## config.mk

```make
export PLATFORM = sky130hd
export DESIGN_NAME = square_seq
export DESIGN_NICKNAME = d
export VERILOG_FILES = /design/src/rtl/squarer_pkg.sv /design/src/rtl/square_step_adder.sv /design/src/rtl/square_seq.sv
export SDC_FILE = /design/constraint.sdc
export NUM_CORES = 1
export LEC_CHECK = 0
export ABC_AREA = 1
export BUFFER_PORTS_ARGS = -buffer_cell sky130_fd_sc_hd__buf_2
export CORE_MARGIN = 5
export CORE_UTILIZATION = 40
export CTS_BUF_LIST = sky130_fd_sc_hd__clkbuf_4 sky130_fd_sc_hd__clkbuf_8 sky130_fd_sc_hd__clkbuf_16
export CTS_CLUSTER_DIAMETER = 150
export DETAILED_ROUTE_END_ITERATION = 10
export GPL_TIMING_DRIVEN = 0
export SYNTH_ARGS = -nofsm -noshare
export SYNTH_HDL_FRONTEND = slang
export SYNTH_SLANG_ARGS = --single-unit
```

## constraint.sdc

```tcl
create_clock -name clk -period 2.1 [get_ports clk]
set_input_delay 0.105 -clock clk [delete_from_list [all_inputs] [get_ports clk]]
set_output_delay 0.105 -clock clk [all_outputs]
set_load 0.05 [all_outputs]
```

## src/rtl/squarer_pkg.sv

```systemverilog
// Shared types and sizes for the odd-number squarer.
// Holds the FSM state enum, operand width and square width.
package squarer_pkg;

  localparam int WIDTH    = 8;
  localparam int SQ_WIDTH = 2 * WIDTH;

  typedef enum logic [1:0] {
    IDLE,
    CALC,
    DONE
  } state_t;

endpackage

```

## src/rtl/square_step_adder.sv

```systemverilog
// Accumulate step of the squarer: sum = a + b.
// Ports: a, b (W bits) in; sum (W bits) out. No carry-in.
module square_step_adder
  import squarer_pkg::*;
#(
  parameter int W = SQ_WIDTH
) (
  input  logic [W-1:0] a,
  input  logic [W-1:0] b,
  output logic [W-1:0] sum
);

  // The carry-out is dropped: the largest result, 255*255,
  // fits in W bits, so it can never be set.
  assign sum = a + b;

endmodule

```

## src/rtl/square_seq.sv

```systemverilog
// Sequential squarer: N*N as the sum of the first N odd numbers.
// Ports: clk, rst (sync, high), start_i, valor_i in; square_o, ready_o, busy_o out.
module square_seq
  import squarer_pkg::*;
#(
  parameter int WIDTH = squarer_pkg::WIDTH
) (
  input  logic               clk,
  input  logic               rst,
  input  logic               start_i,
  input  logic [WIDTH-1:0]   valor_i,
  output logic [2*WIDTH-1:0] square_o,
  output logic               ready_o,
  output logic               busy_o
);

  localparam int SW = 2 * WIDTH;

  state_t           state;
  logic [WIDTH-1:0] n;
  logic [WIDTH:0]   k;
  logic [SW-1:0]    sq;
  logic [SW-1:0]    addend;
  logic [SW-1:0]    sq_next;
  logic             k_done;

  // Odd number 2k+1; k stays below N while adding, so its MSB is unused here.
  assign addend = {{(SW-WIDTH-1){1'b0}}, k[WIDTH-1:0], 1'b1};
  assign k_done = (k == {1'b0, n});

  square_step_adder #(
    .W (SW)
  ) u_add (
    .a   (sq),
    .b   (addend),
    .sum (sq_next)
  );

  always_ff @(posedge clk) begin
    if (rst) begin
      state    <= IDLE;
      n        <= '0;
      k        <= '0;
      sq       <= '0;
      square_o <= '0;
      ready_o  <= 1'b0;
      busy_o   <= 1'b0;
    end else begin
      ready_o <= 1'b0;
      unique case (state)
        IDLE: begin
          if (start_i) begin
            state  <= CALC;
            n      <= valor_i;
            k      <= '0;
            sq     <= '0;
            busy_o <= 1'b1;
          end
        end
        CALC: begin
          if (k_done) begin
            square_o <= sq;
            ready_o  <= 1'b1;
            state    <= DONE;
          end else begin
            sq <= sq_next;
            k  <= k + {{WIDTH{1'b0}}, 1'b1};
          end
        end
        DONE: begin
          state  <= IDLE;
          busy_o <= 1'b0;
        end
        default: begin
          state  <= IDLE;
          busy_o <= 1'b0;
        end
      endcase
    end
  end

endmodule

```

==> results of run 1 <==
-- path summary, 6_finish.rpt --
kind / endpoint / cells after the start / from / slack, ns
setup / recovery: sq[12] / 11 / k[0] / 0.18
hold / removal: n[2] / 3 / valor_i[2] / 0.02
setup reg to reg: sq[12] / 11 / k[0] / 0.18
hold reg to reg: square_o[0] / 2 / square_o[0] / 0.44
-- state kept, by name, summed over array words and instances (netlist names) --
signal / count
sq: 16
square_o: 16
k: 9
n: 8
state: 2
busy_o: 1
ready_o: 1
-- layout by cell type (no fill, tap or decap) --
cell type  synthesis  final
a21oi_1           46     45
a21oi_2            3      4
buf_1              1      1
buf_2              1     29
buf_4              1      1
buf_6              2      2
clkbuf_1           6      6
clkbuf_4           0      1
clkbuf_8           0      5
clkinv_2           0      2
dfxtp_1           53     50
dfxtp_2            0      2
dfxtp_4            0      1
fa_1               1      1
ha_1               9      9
inv_1             49     49
inv_2              5      5
nand2_1           81     81
nand2_2            1      1
nand2_4            1      1
nand3_1           24     24
nand3_2            2      2
nand3b_1           3      3
nand4_1            2      2
nand4_2            1      1
nor2_1            30     29
nor2_2             2      3
nor2_4             1      1
nor3_1             2      2
nor4_1             1      1
o21ai_0           37     37
o21ai_1            1      1
or2_1              2      2
xnor2_1            3      3
xor2_1             7      7
-- routing by layer --
layer	vias up	wire (um)
met5	-	0
met4	0	105
met3	11	242
met2	44	2660
met1	1047	3080
li1	1279	-
-- critical path, cell delays in order (launching register included) --
cell	delay, ns
dfxtp_4	0.40
inv_2	0.07
fa_1	0.41
inv_1	0.09
nand3_1	0.07
nand2_1	0.14
nand2_1	0.07
nand2_1	0.11
nand2_1	0.11
a21oi_2	0.15
nand3_1	0.11
a21oi_2	0.13
-- layout make-up --
class,count,area (um^2),share of cell area [%]
tap,77,96.3,3.21
clock buffer,6,76.3,2.54
buffer,11,61.3,2.04
inverter,54,203,6.75
multi-input combinational,260,1350,44.9
timing repair buffer,28,140,4.67
clock inverter,2,10.0,0.333
sequential,53,1070,35.6
-- kinds of logic (layout without fill, tap and decap cells) --
group | Yosys count | after routing | share of synthesized area [%]
adders and majority gates | 10 | 10 | 4.97
and+or+nand+nor | 153 | 153 | 25.3
buffers and inverters | 65 | 101 | 9.90
DFF | 53 | 53 | 39.8
xor gates and xnor gates | 10 | 10 | 3.29
AOI/OAI and AO/OA | 87 | 87 | 16.8
-- per-stage QoR --
step	hold slack, ns	setup WS (ns)	utilization [%]	cells	total power, W
2_1_floorplan	0.240	0.303	-	378	0.00138
3_3_place_gp	0.325	0.0539	45.2	483	0.00147
3_5_place_dp	0.335	0.0334	45.2	483	0.00148
4_1_cts	0.0163	0.00222	46.5	491	0.00204
5_1_grt	0.0221	0.0153	46.7	491	0.00214
6_report	0.0229	0.179	46.7	491	0.00202
-- report_power, final --
part           internal [W]  total [W]  switching, W  leakage [nW]
clock network      0.000245   0.000569      0.000325        0.0484
registers           0.00105    0.00108     0.0000282         0.432
logic              0.000103   0.000371      0.000268         0.829
total               0.00140    0.00202      0.000621          1.31
==> metrics.cfg, run 1 <==
[run_status]
status=finished clean

[logic_synthesis]
synth_commonest_cells=81 x nand2_1, 53 x dfxtp_1, 49 x inv_1
synth_area_um2=2670
syn_area_per_cell_um2=7.05
syn_nets=399
yosysSeqAreaShare_pct=39.8
yosysWarnings=0
synth-seq-cells=53
synth_most_common_cell=nand2_1
yosys.area.top_type=dfxtp_1
synth.distinct_cells=30
ys.flop_type=dfxtp_1
async_flop_share_pct=0
synth-edff-count=0
netlist_top_cells_area=dfxtp_1 40%, nand2_1 11%, a21oi_1 8.6%, o21ai_0 6.9%, inv_1 6.9%
syn_inst=378
synth_top_area_share_pct=39.8

[timing]
fin_skew_ns=0.00908
rsz0062_at_grt=no
timing.final.crit_share_pct=91.5
slew_violations=0
hold_viol=0
period_minus_slack_ns=1.92
max-slew-margin-rel_pct=63.0
tightest_slew_ns=0.554
fmax_ghz=0.521
setup_viol=0
setup_tns_ns=0

[pwr]
p_leak_nw=1.31
powerDensity_nw_per_um2=673
ir_drop_v=0.000229

[clock_network]
numCtsBuffers=5
cts_root_buffer=clkbuf_8
clock_sinks=53
insertion_delay_ns=0.31
cts_tree=built
cts_resized=0
holdBufCountCts=0
cts.clk_slew.worst_paths_ns=0.09
cts-htree-levels=2
post_cts_buffers=0
clockBufferDepth=2

[drt]
via_per_inst=4.85
wirelength_um=6090
via_count=2381
drt_iter0_markers=86
first_pass_iters=4
antenna_left=0
drc=0
routedWlPerCell_um=12.4

[placement]
placed_area_um2=2900
dp_hpwl_um=4710
gp_congestion=0.834
port_buffers=28

[layout]
drive_gt1_share_pct=14.7
fillerInstances=668
diodes=0
final_area_um2=3000
syn_to_final_growth_pct=12.6
layout.nets=434

[grt]
busiest_layer=met2
grt_pass1_vias=2170
grtUsageMet3_pct=3.19
grt_pass1_wl_um=10400
grt_max_degree=16
groute.layer.met2.usage_pct=24.2
grt_usage_pct=15.3
grt_overflow=0
grtUsageMet1_pct=20.8
antenna_found_initial=0

[critical_path]
crit_arrival_ns=2.17
startpoint_type=flop
endpoint_kind=flop
crit_type=reg2reg
worstPathRequired_ns=2.35
critPathMaxFanout=7

[floorplan]
core.rowCount=29
initial_utilization_pct=41.5
fp.dieH_um=91.6
core_area_um2=6420
top_level_ports=29
die-area_um2=8400
die_w_um=91.6

[run]
maxCapViolCount=0

[min_path]
hold_class=in2reg

Power figures use the tool's default switching activity.
==> inputs of run 2 (changes only) <==
--- a/config.mk
+++ b/config.mk
@@ -7,6 +7,7 @@
 export LEC_CHECK = 0
 export ABC_AREA = 1
 export BUFFER_PORTS_ARGS = -buffer_cell sky130_fd_sc_hd__buf_2
+export CORE_ASPECT_RATIO = 0.5
 export CORE_MARGIN = 5
 export CORE_UTILIZATION = 40
 export CTS_BUF_LIST = sky130_fd_sc_hd__clkbuf_4 sky130_fd_sc_hd__clkbuf_8 sky130_fd_sc_hd__clkbuf_16
==> run 2 against run 1 <==
  * Utilization rose by 0.75 points
  * Wire length up 3.1%
  * Worst hold slack better by 0.0015 ns
  * Global-route usage is 1.0 points higher
  * Clock skew about the same
  * Clock power rose by 85%
  * Critical path type unchanged
==> metrics.cfg, run 2 (same netlist as run 1, synthesis figures left out) <==
[run_status]
status=finished clean  ; unchanged

[layout]
fin_util_pct=47.5  ; was 46.7%
final_cell_mix=81 x nand2_1, 52 x dfxtp_1, 49 x inv_1, 45 x a21oi_1, 37 x o21ai_0  ; was 81 x nand2_1, 50 x dfxtp_1, 49 x inv_1, 45 x a21oi_1, 37 x o21ai_0
largestRegisters=sq (16), square_o (16), k (9)  ; unchanged
diodes=0  ; unchanged
finalNonFillerCells=506  ; was 491
layout.nets=434  ; unchanged
final_common_cell=nand2_1  ; unchanged
drive_gt1_share_pct=14.3  ; was 14.7%
syn_to_final_growth_pct=17.0  ; was 12.6%

[floorplan]
initial_utilization_pct=40.6  ; was 41.5%
top_level_ports=29  ; unchanged
die_w_um=125  ; was 91.6 um
core_area_um2=6570  ; was 6420 um^2
fp.dieH_um=67.7  ; was 91.6 um
core.rowCount=21  ; was 29
die-area_um2=8500  ; was 8400 um^2

[critical_path]
startpoint_type=flop  ; unchanged
critPathMaxFanout=7  ; unchanged
endpoint_kind=flop  ; unchanged
path_cells=inv_2 -> fa_1 -> inv_1 -> nand3_1 -> nand2_1 -> nand2_1 -> nand2_1 -> nand2_1 -> a21oi_2 -> nand3_1 -> a21oi_2  ; unchanged
slowest_delay_ns=0.42  ; was 0.41 ns
critPathMostFrequentCell=nand2_1  ; unchanged
cp_num_buf_inv=2  ; unchanged
crit-reg2reg-launch=k[0]  ; unchanged
worstPathRequired_ns=2.33  ; was 2.35 ns
crit_type=reg2reg  ; unchanged
crit_arrival_ns=2.15  ; was 2.17 ns
rr_endpoint=sq[12]  ; unchanged
r2r_cells=11  ; unchanged
cp_slowest_cell=fa_1  ; unchanged
reg2reg_slack_ns=0.18  ; about the same
cp_top_family=simple AND/OR/NAND/NOR gates  ; unchanged

[pwr]
net-switching-power_w=0.000668  ; was 0.000621 W
pwr-share-seq_pct=43.2  ; was 53.5%
p_leak_nw=1.35  ; was 1.31 nW
swShare_pct=26.7  ; was 30.7%
p_int_w=0.00184  ; was 0.00140 W
powerDensity_nw_per_um2=803  ; was 673 nW/um^2
pwr-share-comb_pct=15.0  ; was 18.4%
power.share.clock_pct=41.8  ; was 28.2%
ir_drop_v=0.000344  ; was 0.000229 V

[timing]
slew_violations=0  ; unchanged
setup_viol=0  ; unchanged
hold_viol=0  ; unchanged
whs_ns=0.0243  ; was 0.0229 ns
tightest_slew_ns=0.712  ; was 0.554 ns
timing.final.crit_share_pct=91.6  ; was 91.5%
period_minus_slack_ns=1.92  ; about the same
fin_skew_ns=0.00954  ; was 0.00908 ns
fmax_ghz=0.520  ; was 0.521 GHz
max-slew-margin-rel_pct=52.4  ; was 63.0%

[clock_network]
cts.clk_slew.worst_paths_ns=0.07  ; was 0.09 ns
cts_root_buffer=clkbuf_16  ; was clkbuf_8
numCtsBuffers=5  ; unchanged
clockBufferDepth=2  ; unchanged
insertion_delay_ns=0.30  ; was 0.31 ns
clock_sinks=53  ; unchanged
cts-htree-levels=2  ; unchanged
cts_tree=built  ; unchanged
post_cts_buffers=0  ; unchanged

[min_path]
whs_path_depth=3  ; unchanged
hold_end=n[7]  ; was n[2]
hold_class=in2reg  ; unchanged
min_from=valor_i[7]  ; was valor_i[2]

[grt]
grt_usage_pct=16.3  ; was 15.3%
antenna_found_initial=0  ; unchanged
grt_overflow=0  ; unchanged
grt_pass1_vias=2298  ; was 2170
grt_max_degree=17  ; was 16
grt_pass1_wl_um=11000  ; was 10400 um

[placement]
dp_cells=498  ; was 483
port_buffers=28  ; unchanged
dp_hpwl_um=4760  ; was 4710 um
gp_congestion=0.833  ; was 0.834

[drt]
routedWlPerCell_um=12.4  ; about the same
via_per_inst=4.71  ; was 4.85
routed.top_layer=met4  ; unchanged
first_pass_iters=4  ; unchanged
drt_iter0_markers=122  ; was 86
wl_met2_um=2610  ; was 2660 um
wl_met1_um=3240  ; was 3080 um
via_count=2381  ; unchanged
antenna_left=0  ; unchanged
drc=0  ; unchanged
wl_met3_um=375  ; was 242 um
wirelength_um=6280  ; was 6090 um

[run]
maxCapViolCount=0  ; unchanged

## run 2: worst max path at each step
stage | startpoint | endpoint | slack, ns | cells after the start
floorplan | k[0] | sq[12] | 0.30 | 11
global placement | k[0] | sq[12] | 0.07 | 11
detailed placement | k[0] | sq[12] | 0.06 | 11
CTS | k[0] | sq[12] | 0.04 | 11
global route | k[0] | sq[12] | -0.003 | 11
finish | k[0] | sq[12] | 0.18 | 11
## run 2: final cells by class
type	count	area (um^2)
Clock inverter	3	65.1
Inverter	54	203
Fill cell	705	3450
Timing Repair Buffer	28	140
Tap cell	92	115
Multi-Input combinational cell	260	1350
Buffer	11	61.3
Sequential cell	53	1060
Clock buffer	5	125
## run 2: power groups by stage
stage	sequential [W]	combinational [W]	clock [W]
2_1_floorplan	0.00117	0.000203	0
3_3_place_gp	0.00110	0.000377	0
3_5_place_dp	0.00110	0.000378	0
4_1_cts	0.00108	0.000379	0.00107
5_1_grt	0.00109	0.000419	0.00110
6_report	0.00108	0.000376	0.00105
## run 2: metrics by stage
step                TNS [ns]  power [W]  setup slack (ns)  area [um^2]
floorplan                  0    0.00138             0.303         2670
finish                     0    0.00250             0.176         3120
detailed placement         0    0.00148            0.0627         2920
global route        -0.00341    0.00261          -0.00341         3120
global placement           0    0.00148            0.0700         2920
CTS                        0    0.00253            0.0400         3110
## run 2: worst reg2reg max path, cell delays in order, from the launching register on
cell and delay, ns:
dfxtp_2 0.41, inv_2 0.08, fa_1 0.42, inv_1 0.10, nand3_1 0.07, nand2_1 0.13, nand2_1 0.06, nand2_1 0.11
nand2_1 0.10, a21oi_2 0.14, nand3_1 0.10, a21oi_2 0.13
## run 2: metal layers
layer | global-route usage [%] | vias to the layer above
met2 | 26.4 | 43
met1 | 22.1 | 1044
met3 | 4.11 | 5
li1 | - | 1289
met5 | 0 | -
met4 | 3.65 | 0
## run 2: repair_timing
| item | 4_1_cts | 5_1_grt |
|---|---|---|
| hold buffers | 0 | 0 |
| gates resized for setup | 0 | 3 |
| endpoints found under the setup margin | 0 | 13 |
